==> src/rtl/rv32i_hazard_ctrl.sv <==
// rv32i_hazard_ctrl
// Hazard and stall controller for the 5-stage RV32I pipeline.
// It drives the stall and flush controls of the F/D/E/M pipeline registers.
// It detects load-use and taken-branch hazards and selects execute-stage
// operand forwarding. It freezes the pipeline while a data-memory access is
// outstanding. After reset it flushes the pipeline for INIT_CYC cycles.
//
// Parameters:
//   DPW       datapath width (not used internally)
//   INIT_CYC  post-reset flush cycles, 1..15
//
// Ports:
//   clk, rst_n                  clock (rising edge), async active-low reset
//   rs1D, rs2D                  decode source registers
//   rs1E, rs2E                  execute source registers
//   rdE, rdM, rdW               destination registers per stage
//   regwriteE/M/W               register-write enables per stage
//   loadE                       execute instruction is a load
//   pcsrcE                      taken branch/jump resolved in execute
//   dmem_valid, dmem_ready      data-memory request / completion
//   stallF/D/E/M                hold pipeline registers
//   flushD, flushE              clear decode / execute register to a NOP
//   forwardAE, forwardBE        00 regfile, 01 writeback, 10 memory ALU result
//   busy                        controller not in RUN
//
// Build option: define RV32I_HZ_FWD_EN to enable operand forwarding.
// Without it, forwarding is tied off and decode stalls on any RAW
// dependency against E or M.
module rv32i_hazard_ctrl #(
  parameter int DPW      = 32,
  parameter int INIT_CYC = 4
) (
  input  logic       clk,
  input  logic       rst_n,
  input  logic [4:0] rs1D,
  input  logic [4:0] rs2D,
  input  logic [4:0] rs1E,
  input  logic [4:0] rs2E,
  input  logic [4:0] rdE,
  input  logic [4:0] rdM,
  input  logic [4:0] rdW,
  input  logic       regwriteE,
  input  logic       regwriteM,
  input  logic       regwriteW,
  input  logic       loadE,
  input  logic       pcsrcE,
  input  logic       dmem_valid,
  input  logic       dmem_ready,
  output logic       stallF,
  output logic       stallD,
  output logic       stallE,
  output logic       stallM,
  output logic       flushD,
  output logic       flushE,
  output logic [1:0] forwardAE,
  output logic [1:0] forwardBE,
  output logic       busy
);

  if (DPW < 1 || INIT_CYC < 1 || INIT_CYC > 15) begin : g_param_check
    $error("rv32i_hazard_ctrl: DPW must be >= 1 and INIT_CYC must be 1..15");
  end

  typedef enum logic [1:0] {INIT, RUN, MEMWAIT} state_t;

  localparam logic [3:0] CNT_LOAD = 4'(INIT_CYC - 1);

  state_t     state, state_nxt;
  logic [3:0] cnt, cnt_nxt;
  logic       dec_stall;
  logic [1:0] fwd_a, fwd_b;
  logic       mem_stall;
  logic       unused_inputs;

  // Not every input feeds logic in every build configuration.
  assign unused_inputs = ^{loadE, regwriteE, rs1E, rs2E, rdW, regwriteW};

`ifdef RV32I_HZ_FWD_EN
  // Only a load needs a decode stall; ALU results reach E by forwarding.
  assign dec_stall = loadE && (rdE != 5'd0) && ((rdE == rs1D) || (rdE == rs2D));

  // M has priority over W because it holds the younger result.
  assign fwd_a = (regwriteM && (rdM != 5'd0) && (rdM == rs1E)) ? 2'b10 :
                 (regwriteW && (rdW != 5'd0) && (rdW == rs1E)) ? 2'b01 : 2'b00;
  assign fwd_b = (regwriteM && (rdM != 5'd0) && (rdM == rs2E)) ? 2'b10 :
                 (regwriteW && (rdW != 5'd0) && (rdW == rs2E)) ? 2'b01 : 2'b00;
`else
  // No bypass paths: decode waits for any E/M producer to retire. W is not
  // checked because the register file writes in the first half-cycle.
  assign dec_stall = (regwriteE && (rdE != 5'd0) && ((rdE == rs1D) || (rdE == rs2D))) ||
                     (regwriteM && (rdM != 5'd0) && ((rdM == rs1D) || (rdM == rs2D)));
  assign fwd_a = 2'b00;
  assign fwd_b = 2'b00;
`endif

  always_ff @(posedge clk or negedge rst_n) begin
    if (!rst_n) begin
      state <= INIT;
      cnt   <= CNT_LOAD;
    end else begin
      state <= state_nxt;
      cnt   <= cnt_nxt;
    end
  end

  always_comb begin
    state_nxt = state;
    cnt_nxt   = cnt;
    stallF    = 1'b0;
    stallD    = 1'b0;
    stallE    = 1'b0;
    stallM    = 1'b0;
    flushD    = 1'b0;
    flushE    = 1'b0;
    forwardAE = 2'b00;
    forwardBE = 2'b00;
    mem_stall = 1'b0;
    busy      = (state != RUN);

    case (state)
      INIT: begin
        stallF = 1'b1;
        flushD = 1'b1;
        flushE = 1'b1;
        if (cnt == 4'd0) begin
          state_nxt = RUN;
        end else begin
          cnt_nxt = cnt - 4'd1;
        end
      end

      RUN, MEMWAIT: begin
        forwardAE = fwd_a;
        forwardBE = fwd_b;
        // In MEMWAIT the access is already outstanding; only ready ends it.
        // The ready cycle itself is a normal cycle, so N not-ready cycles
        // give exactly N stall cycles.
        if (state == MEMWAIT) begin
          mem_stall = !dmem_ready;
        end else begin
          mem_stall = dmem_valid && !dmem_ready;
        end

        if (mem_stall) begin
          stallF    = 1'b1;
          stallD    = 1'b1;
          stallE    = 1'b1;
          stallM    = 1'b1;
          state_nxt = MEMWAIT;
        end else begin
          state_nxt = RUN;
          // A taken branch discards the stalled decode instruction anyway,
          // so it overrides the decode stall.
          if (pcsrcE) begin
            flushD = 1'b1;
            flushE = 1'b1;
          end else if (dec_stall) begin
            stallF = 1'b1;
            stallD = 1'b1;
            flushE = 1'b1;
          end
        end
      end

      default: begin
        state_nxt = INIT;
      end
    endcase
  end

endmodule
==> config.mk <==
export PLATFORM = sky130hd
export DESIGN_NAME = rv32i_hazard_ctrl
export DESIGN_NICKNAME = d
export VERILOG_FILES = /design/src/rtl/rv32i_hazard_ctrl.sv
export SDC_FILE = /design/constraint.sdc
export NUM_CORES = 1
export LEC_CHECK = 0
export ABC_AREA = 1
export ABC_CLOCK_PERIOD_IN_PS = 2740
export CORE_UTILIZATION = 53
export DETAILED_ROUTE_END_ITERATION = 8
export DONT_BUFFER_PORTS = 1
export GPL_ROUTABILITY_DRIVEN = 0
export PLACE_DENSITY_LB_ADDON = 0.15
export SYNTH_ARGS = -nofsm -noshare
export SYNTH_HDL_FRONTEND = slang
export SYNTH_SLANG_ARGS = --single-unit
export TNS_END_PERCENT = 1
==> constraint.sdc <==
create_clock -name clk -period 2.74 [get_ports clk]
set_clock_uncertainty 0.2 [all_clocks]
set_input_delay 0.548 -clock clk [delete_from_list [all_inputs] [get_ports clk]]
set_output_delay 0.548 -clock clk [all_outputs]
set_load 0.02 [all_outputs]
==> results.txt, run 1 <==
----------------------------------------------------
[Run status]
  Result of the run ... finished, final reports clean

[Finish]
  Seq. cell area ... 153 um2
  Antenna diodes ... 0
  Layout Nets ... 203
  Commonest non-fill, non-tap cells in the layout ... sky130_fd_sc_hd__nand2_1 (58), sky130_fd_sc_hd__inv_1 (28), sky130_fd_sc_hd__nor2_1 (17)
  Most common library cell in the layout ignoring fill and taps ... sky130_fd_sc_hd__nand2_1
  Total area of multi-input combinational cells ... 519 um2
  Number of fill cells ... 140
  Share of final-layout standard cells stronger than drive strength 1 ... 0.0784
  Synth-to-Final Area Change ... 6.33%

[Timing]
  Highest clock frequency the design can meet ... 403 MHz
  Setup violations, final ... 0
  RSZ-0062 raised after global routing ... no
  Final number of max-transition violations ... 0
  Total Negative Setup Slacks ... 0 ns
  Min Clock Period, post-route ... 2.48 ns
  Share of the cycle needed by the critical path after routing ... 0.906
  Final hold viol count ... 0
  Worst hold slack after final layout ... 0.288 ns

[Die]
  Rows ... 13
  CORE AREA ... 1370 um2
  Die Span X ... 41.1 um
  Initial core utilization ... 0.593
  Ports ... 55
  Floorplan die height ... 41.1 um
  Area of the die ... 1690 um2

[CTS]
  H-tree lvl count ... 1
  Number of gates resized after CTS ... 0
  Setup Fix Bufs, Post-CTS ... 0
  Root Driver ... sky130_fd_sc_hd__clkbuf_4
  Number of buffers created by CTS ... 3
  Clock buffer depth ... 2
  Total number of clock tree sinks ... 6
  CTS tree ... yes
  Clock transition at path regs ... 0.06 ns
  Clock latency reported for the late side of the worst-skew pair ... 0.26 ns

[Critical path]
  End point of the critical path ... flushD
  Delay of the slowest cell on the worst path ... 0.39 ns
  Endpoint kind of the worst setup timing path ... primary output
  Largest driver fanout on the critical path ... 4
  Data arrival time of the critical path ... 1.73 ns
  Critical path startpoint category ... flop
  Worst reg2reg startpoint ... cnt[0]
  Top cell family by delay on the critical path ... simple AND/OR/NAND/NOR gates
  Critical path cell sequence ... inv_1 -> ha_1 -> inv_1 -> nor3_1 -> a21oi_1 -> nor2_1
  Capturing point of the worst reg2reg path ... cnt[3]
  WP data required ... 1.99 ns
  Timing startpoint of the critical path ... state[0]
  Critical path buffer and inverter count ... 2
  Register-to-register path setup slack ... 1.01 ns
  Crit path kind ... reg2out
  Worst Reg2Reg Path Length in Cells ... 6
  Critical path depth ... 6
  Most repeated library cell on the critical path ... sky130_fd_sc_hd__inv_1
  Cell type of the slowest stage on the worst timing path ... sky130_fd_sc_hd__dfrtp_1

[Drt]
  Total via count after detailed routing ... 827
  Wire length per cell ... 9.71 um
  Number of design rule violations left after detail routing ... 0
  Antenna-violating nets left ... 0
  DRC violation total after the first TritonRoute iteration ... 9
  Final routed wirelength across all metal layers ... 1.63 mm
  1st-pass router iterations ... 4
  Via density per instance ... 4.92

[Power and ir drop]
  Cell leakage power ... 0.000546 uW
  VDD IR max ... 0.000388 V
  Pwr/cell area ... 557 nW/um2

[Synthesis]
  Post-synth top area share ... 0.269
  Number of synthesis warnings ... 0
  Fraction of the yosys area taken by sequential cells ... 0.188
  Largest area contributor in the netlist ... sky130_fd_sc_hd__nand2_1
  Number of storage elements in the synthesis netlist ... 6
  Cells after Synth ... 147
  Synth Cell Area ... 811 um2
  Average footprint of a synthesized cell ... 5.52 um2
  Largest cells by area after synthesis ... sky130_fd_sc_hd__nand2_1 (27%), sky130_fd_sc_hd__inv_1 (13%), sky130_fd_sc_hd__dfrtp_1 (12%)
  Cell variety after synth ... 19

[Placement]
  Hpwl dp ... 1.38 mm
  Count of port buffers added during placement ... 0

[GRT]
  Total track usage ... 0.226
  Global route total overflow ... 0
  First-pass GRT wire length ... 2.47 mm
  Largest net degree at the start of global routing ... 10
  Initial antenna violation count ... 0
  Number of global-route vias before repair ... 697

[Min path]
  Min-Delay Path Class ... reg2reg

[Job]
  Max_cap viols ... 0

----------------------------------------------------
==> worst register-to-register path, cell delays in order, from the launching register on <==
cell and delay (ns):
sky130_fd_sc_hd__dfstp_2 0.53, sky130_fd_sc_hd__inv_1 0.06, sky130_fd_sc_hd__ha_1 0.21, sky130_fd_sc_hd__nand2_1 0.10
sky130_fd_sc_hd__o21ai_2 0.12, sky130_fd_sc_hd__nor4_1 0.25, sky130_fd_sc_hd__xor2_1 0.18
==> cell usage after synthesis <==
library cell and n:
sky130_fd_sc_hd__dfstp_2 2, sky130_fd_sc_hd__o21ai_0 6, sky130_fd_sc_hd__nand2_2 1, sky130_fd_sc_hd__buf_4 5, sky130_fd_sc_hd__a21oi_1 2, sky130_fd_sc_hd__o21ai_2 1
sky130_fd_sc_hd__xor2_1 3, sky130_fd_sc_hd__nand2_1 58, sky130_fd_sc_hd__inv_2 2, sky130_fd_sc_hd__nor2_1 17, sky130_fd_sc_hd__inv_1 28, sky130_fd_sc_hd__nor3_1 1
sky130_fd_sc_hd__xnor2_1 4, sky130_fd_sc_hd__nor4_1 1, sky130_fd_sc_hd__conb_1 1, sky130_fd_sc_hd__dfrtp_1 4, sky130_fd_sc_hd__nand4_1 2, sky130_fd_sc_hd__ha_1 5
sky130_fd_sc_hd__nand3_1 4
==> kinds of logic (layout without fill, tap and decap cells) <==
group | after synthesis | after routing | synth area share
flops | 6 | 6 | 0.188
fa+ha+maj | 5 | 5 | 0.0772
simple gates | 84 | 84 | 0.409
buf+inv | 35 | 38 | 0.185
compound gates | 9 | 9 | 0.0602
other cells | 1 | 4 | 0.00463
xor+xnor | 7 | 7 | 0.0756
==> stage by stage <==
step            util  cells  setup slack (ns)  total power (uW)  area, um2
2_1_floorplan      -    150             0.371               340        822
3_3_place_gp   0.604    163             0.544               382        826
3_5_place_dp   0.604    163             0.526               388        826
4_1_cts        0.631    168             0.221               489        862
5_1_grt        0.631    168             0.130               529        862
6_report       0.631    168             0.258               480        862
==> final cells by class <==
cell class                      count  share of cell area
Timing Repair Buffer                4              0.0377
Clock buffer                        4              0.0305
Sequential cell                     6               0.177
Inverter                           30               0.131
Tap cell                           15              0.0218
Multi-Input combinational cell    109               0.602
==> report_power, final <==
group	leakage [uW]	switching [uW]	total [uW]	internal, uW
clock network	0.0000150	37.1	92.6	55.5
logic	0.000458	186	276	89.8
registers	0.0000732	10.9	112	101
total	0.000546	234	480	246
==> how the worst min path moves through the flow <==
stage	from	end	slack, ns	cells past startpoint
final	cnt[3]	cnt[3]	0.29	1
after floorplan	rst_n	cnt[2]	0.05	0
after global routing	cnt[3]	cnt[3]	0.30	1
after CTS	cnt[3]	cnt[3]	0.29	1
after detailed placement	rst_n	state[1]	0.05	0
after global placement	rst_n	state[1]	0.05	0
==> timing repair <==
action / in CTS / in global routing
endpoints found under the setup margin: 0 / 0
hold endpoints to repair: 6 / 0
hold buffers: 1 / 0
==> sequential cells by signal, summed over array words and instances, names as in the netlist <==
name / flops
cnt: 4
state: 2
==> routing by layer <==
metal	global-route usage	vias up	wire (um)
li1	-	436	-
met2	0.426	33	777
met1	0.223	356	691
met5	0	-	0
met4	0.0726	0	13
met3	0.0870	2	149
Note: power is estimated with default switching activity, not from simulation.
==> inputs of run 2 (changes only) <==
- CORE_MARGIN: not set -> 2
- SKIP_CTS_REPAIR_TIMING: not set -> 1
==> run 2 against run 1 <==
Effect of this change:
- combinational power hardly changed
- core utilization is 4.7 points lower
- sequential power hardly changed
- die area is 10% higher
- cell count stayed put
- count of clock-buffer cells in the layout is 1 lower
- flip-flop and latch count stayed put
- wire length is 5.6% lower
- clock power is 13% lower
- first-iteration DRC count is 78% higher
- design area is 0.29% lower
- global-route usage is 4.7 points lower
==> results.txt, run 2 (synthesized netlist as in run 1, its figures left out) <==
----------------------------------------------------
[Finish]
  Registers with the most flip-flops ... cnt x4, state x2
  Number of flip-flops under the largest register name ... 4 (unchanged)
  Antenna diodes ... 0 (unchanged)
  Layout Nets ... 203 (unchanged)
  Area of all placed cells without fillers ... 860 um2 (-0.29%)
  Share of final-layout standard cells stronger than drive strength 1 ... 0.0789 (+0.000516)
  Most common library cell in the layout ignoring fill and taps ... sky130_fd_sc_hd__nand2_1
  Number of non-filler instances in the completed layout ... 168 (unchanged)
  Post-Route Utilization ... 0.584 (-0.0468)
  Commonest non-fill, non-tap cells in the layout ... sky130_fd_sc_hd__nand2_1 (58), sky130_fd_sc_hd__inv_1 (28), sky130_fd_sc_hd__nor2_1 (17)
  Register with the most flip-flops ... cnt
  Synth-to-Final Area Change ... 6.02%

[Critical path]
  Largest driver fanout on the critical path ... 4 (unchanged)
  Worst reg2reg startpoint ... cnt[0]
  Crit path kind ... reg2out
  Data arrival time of the critical path ... 1.72 ns (about the same)
  Timing startpoint of the critical path ... state[0]
  Capturing point of the worst reg2reg path ... cnt[3]
  Critical path startpoint category ... flop
  WP data required ... 1.99 ns (about the same)
  Register-to-register path setup slack ... 1.04 ns (+0.03 ns)
  Endpoint kind of the worst setup timing path ... primary output
  Worst Reg2Reg Path Length in Cells ... 6 (unchanged)

[Timing]
  RSZ-0062 raised after global routing ... no
  Share of the cycle needed by the critical path after routing ... 0.899 (-0.00655)
  Final hold viol count ... 0 (unchanged)
  Total Negative Setup Slacks ... 0 ns (unchanged)
  Highest clock frequency the design can meet ... 406 MHz (+0.73%)
  Final number of max-transition violations ... 0 (unchanged)
  Min Clock Period, post-route ... 2.46 ns (-0.0180 ns)
  Setup violations, final ... 0 (unchanged)

[Die]
  Ports ... 55 (unchanged)
  Floorplan die height ... 43.1 um (+4.9%)
  Die Span X ... 43.1 um (+4.9%)
  Area of the die ... 1860 um2 (+10%)
  Rows ... 14 (+1)
  Initial core utilization ... 0.551 (-0.0424)
  CORE AREA ... 1470 um2 (+7.7%)

[Min path]
  Worst Hold Depth ... 1 (unchanged)
  Min-Delay Path Class ... reg2reg
  Hold-critical path endpoint ... cnt[3]
  Startpoint of the most critical hold path ... cnt[3]

[Power and ir drop]
  VDD IR max ... 0.000371 V (-4.5%)
  Share of total power consumed by net switching ... 0.489 (+0.00112)
  Proportion of power drawn by flip-flops and latches ... 0.238 (+0.006)
  Sum of internal, switching and leakage power ... 469 uW (-2.2%)
  Cell leakage power ... 0.000545 uW (-0.22%)
  Power share of the clock group ... 0.172 (-0.021)
  Pwr/cell area ... 546 nW/um2 (-1.9%)
  Cell Int Power ... 240 uW (-2.4%)
  Power dissipated by switching net loads ... 230 uW (-2.0%)
  Comb power frac ... 0.590 (+0.015)

[Run status]
  Result of the run ... finished, final reports clean

[Drt]
  DRC violation total after the first TritonRoute iteration ... 16 (+7)
  Total via count after detailed routing ... 793 (-4.1%)
  Number of design rule violations left after detail routing ... 0 (unchanged)
  1st-pass router iterations ... 4 (unchanged)
  Wire length per cell ... 9.17 um (-5.6%)
  Via density per instance ... 4.72 (-4.1%)
  Antenna-violating nets left ... 0 (unchanged)
  Final routed wirelength across all metal layers ... 1.54 mm (-5.6%)

[Placement]
  Number of placed cells counting well taps ... 164 (+0.61%)
  Area of placed instances ... 827 um2 (+0.15%)
  Count of port buffers added during placement ... 0 (unchanged)
  Hpwl dp ... 1.35 mm (-2.0%)

[CTS]
  Clock latency reported for the late side of the worst-skew pair ... 0.24 ns (-0.02 ns)
  CTS tree ... yes
  Root Driver ... sky130_fd_sc_hd__clkbuf_4
  Clock buffer depth ... 2 (unchanged)
  Number of buffers created by CTS ... 3 (unchanged)
  H-tree lvl count ... 1 (unchanged)
  Total number of clock tree sinks ... 6 (unchanged)
  Clock transition at path regs ... 0.05 ns (about the same)

[GRT]
  Global-route track usage on met3 ... 0.0213 (-0.0657)
  Met2 routing resource usage after global routing ... 0.275 (-0.151)
  Number of global-route vias before repair ... 706 (+1.3%)
  Total track usage ... 0.180 (-0.0466)
  GR Layer Usage met1 ... 0.262 (+0.0388)
  Largest net degree at the start of global routing ... 10 (unchanged)
  Initial antenna violation count ... 0 (unchanged)
  GRT Max-Usage Layer ... met2
  First-pass GRT wire length ... 2.62 mm (+5.9%)
  Global route total overflow ... 0 (unchanged)

[Job]
  Max_cap viols ... 0 (unchanged)

----------------------------------------------------
[run 2: cell count changes in the layout (fill, tap and decap cells not counted), sizes merged]
| cell | previous run | this run |
|---|---|---|
| clkbuf | 4 | 3 |
[run 2: how the worst max path moves through the flow]
stage	endpoint	cells after the start
floorplan	stallF	10
global placement	flushE	7
detailed placement	flushD	6
CTS	flushD	6
global route	flushE	7
finish	flushE	7
[run 2: critical path: stages (launching register included)]
cell,delay [ns]
sky130_fd_sc_hd__dfrtp_1,0.39
sky130_fd_sc_hd__inv_1,0.08
sky130_fd_sc_hd__ha_1,0.28
sky130_fd_sc_hd__inv_1,0.06
sky130_fd_sc_hd__nor3_1,0.24
sky130_fd_sc_hd__a21oi_1,0.10
sky130_fd_sc_hd__o21ai_0,0.17
sky130_fd_sc_hd__buf_4,0.17
[run 2: routing by layer]
metal  part of all wire  wire (um)
met5                  0          0
met4              0.012         19
met3              0.069        106
met2               0.41        636
met1               0.51        778
[run 2: final cells by class]
type                    count  area (um2)
clock buffers               3        22.5
fillers                   154         612
inverters                  30         113
multi-input cells         109         519
flip-flops and latches      6         153
well taps                  16        20.0
repair buffers              4        32.5
[run 2: power groups by stage]
stage | Combinational [uW] | Sequential [uW] | Clock [uW]
2_1_floorplan | 229 | 111 | 0
3_3_place_gp | 274 | 113 | 0
3_5_place_dp | 276 | 113 | 0
4_1_cts | 277 | 112 | 82.8
5_1_grt | 312 | 114 | 87.9
6_report | 277 | 112 | 80.5
[run 2: through the flow]
stage,hold WS (ns),setup WS (ns)
final,0.294,0.275
after floorplan,0.0524,0.371
after detailed placement,0.0525,0.540
after CTS,-0.204,0.277
after global routing,0.319,0.133
after global placement,0.0525,0.507
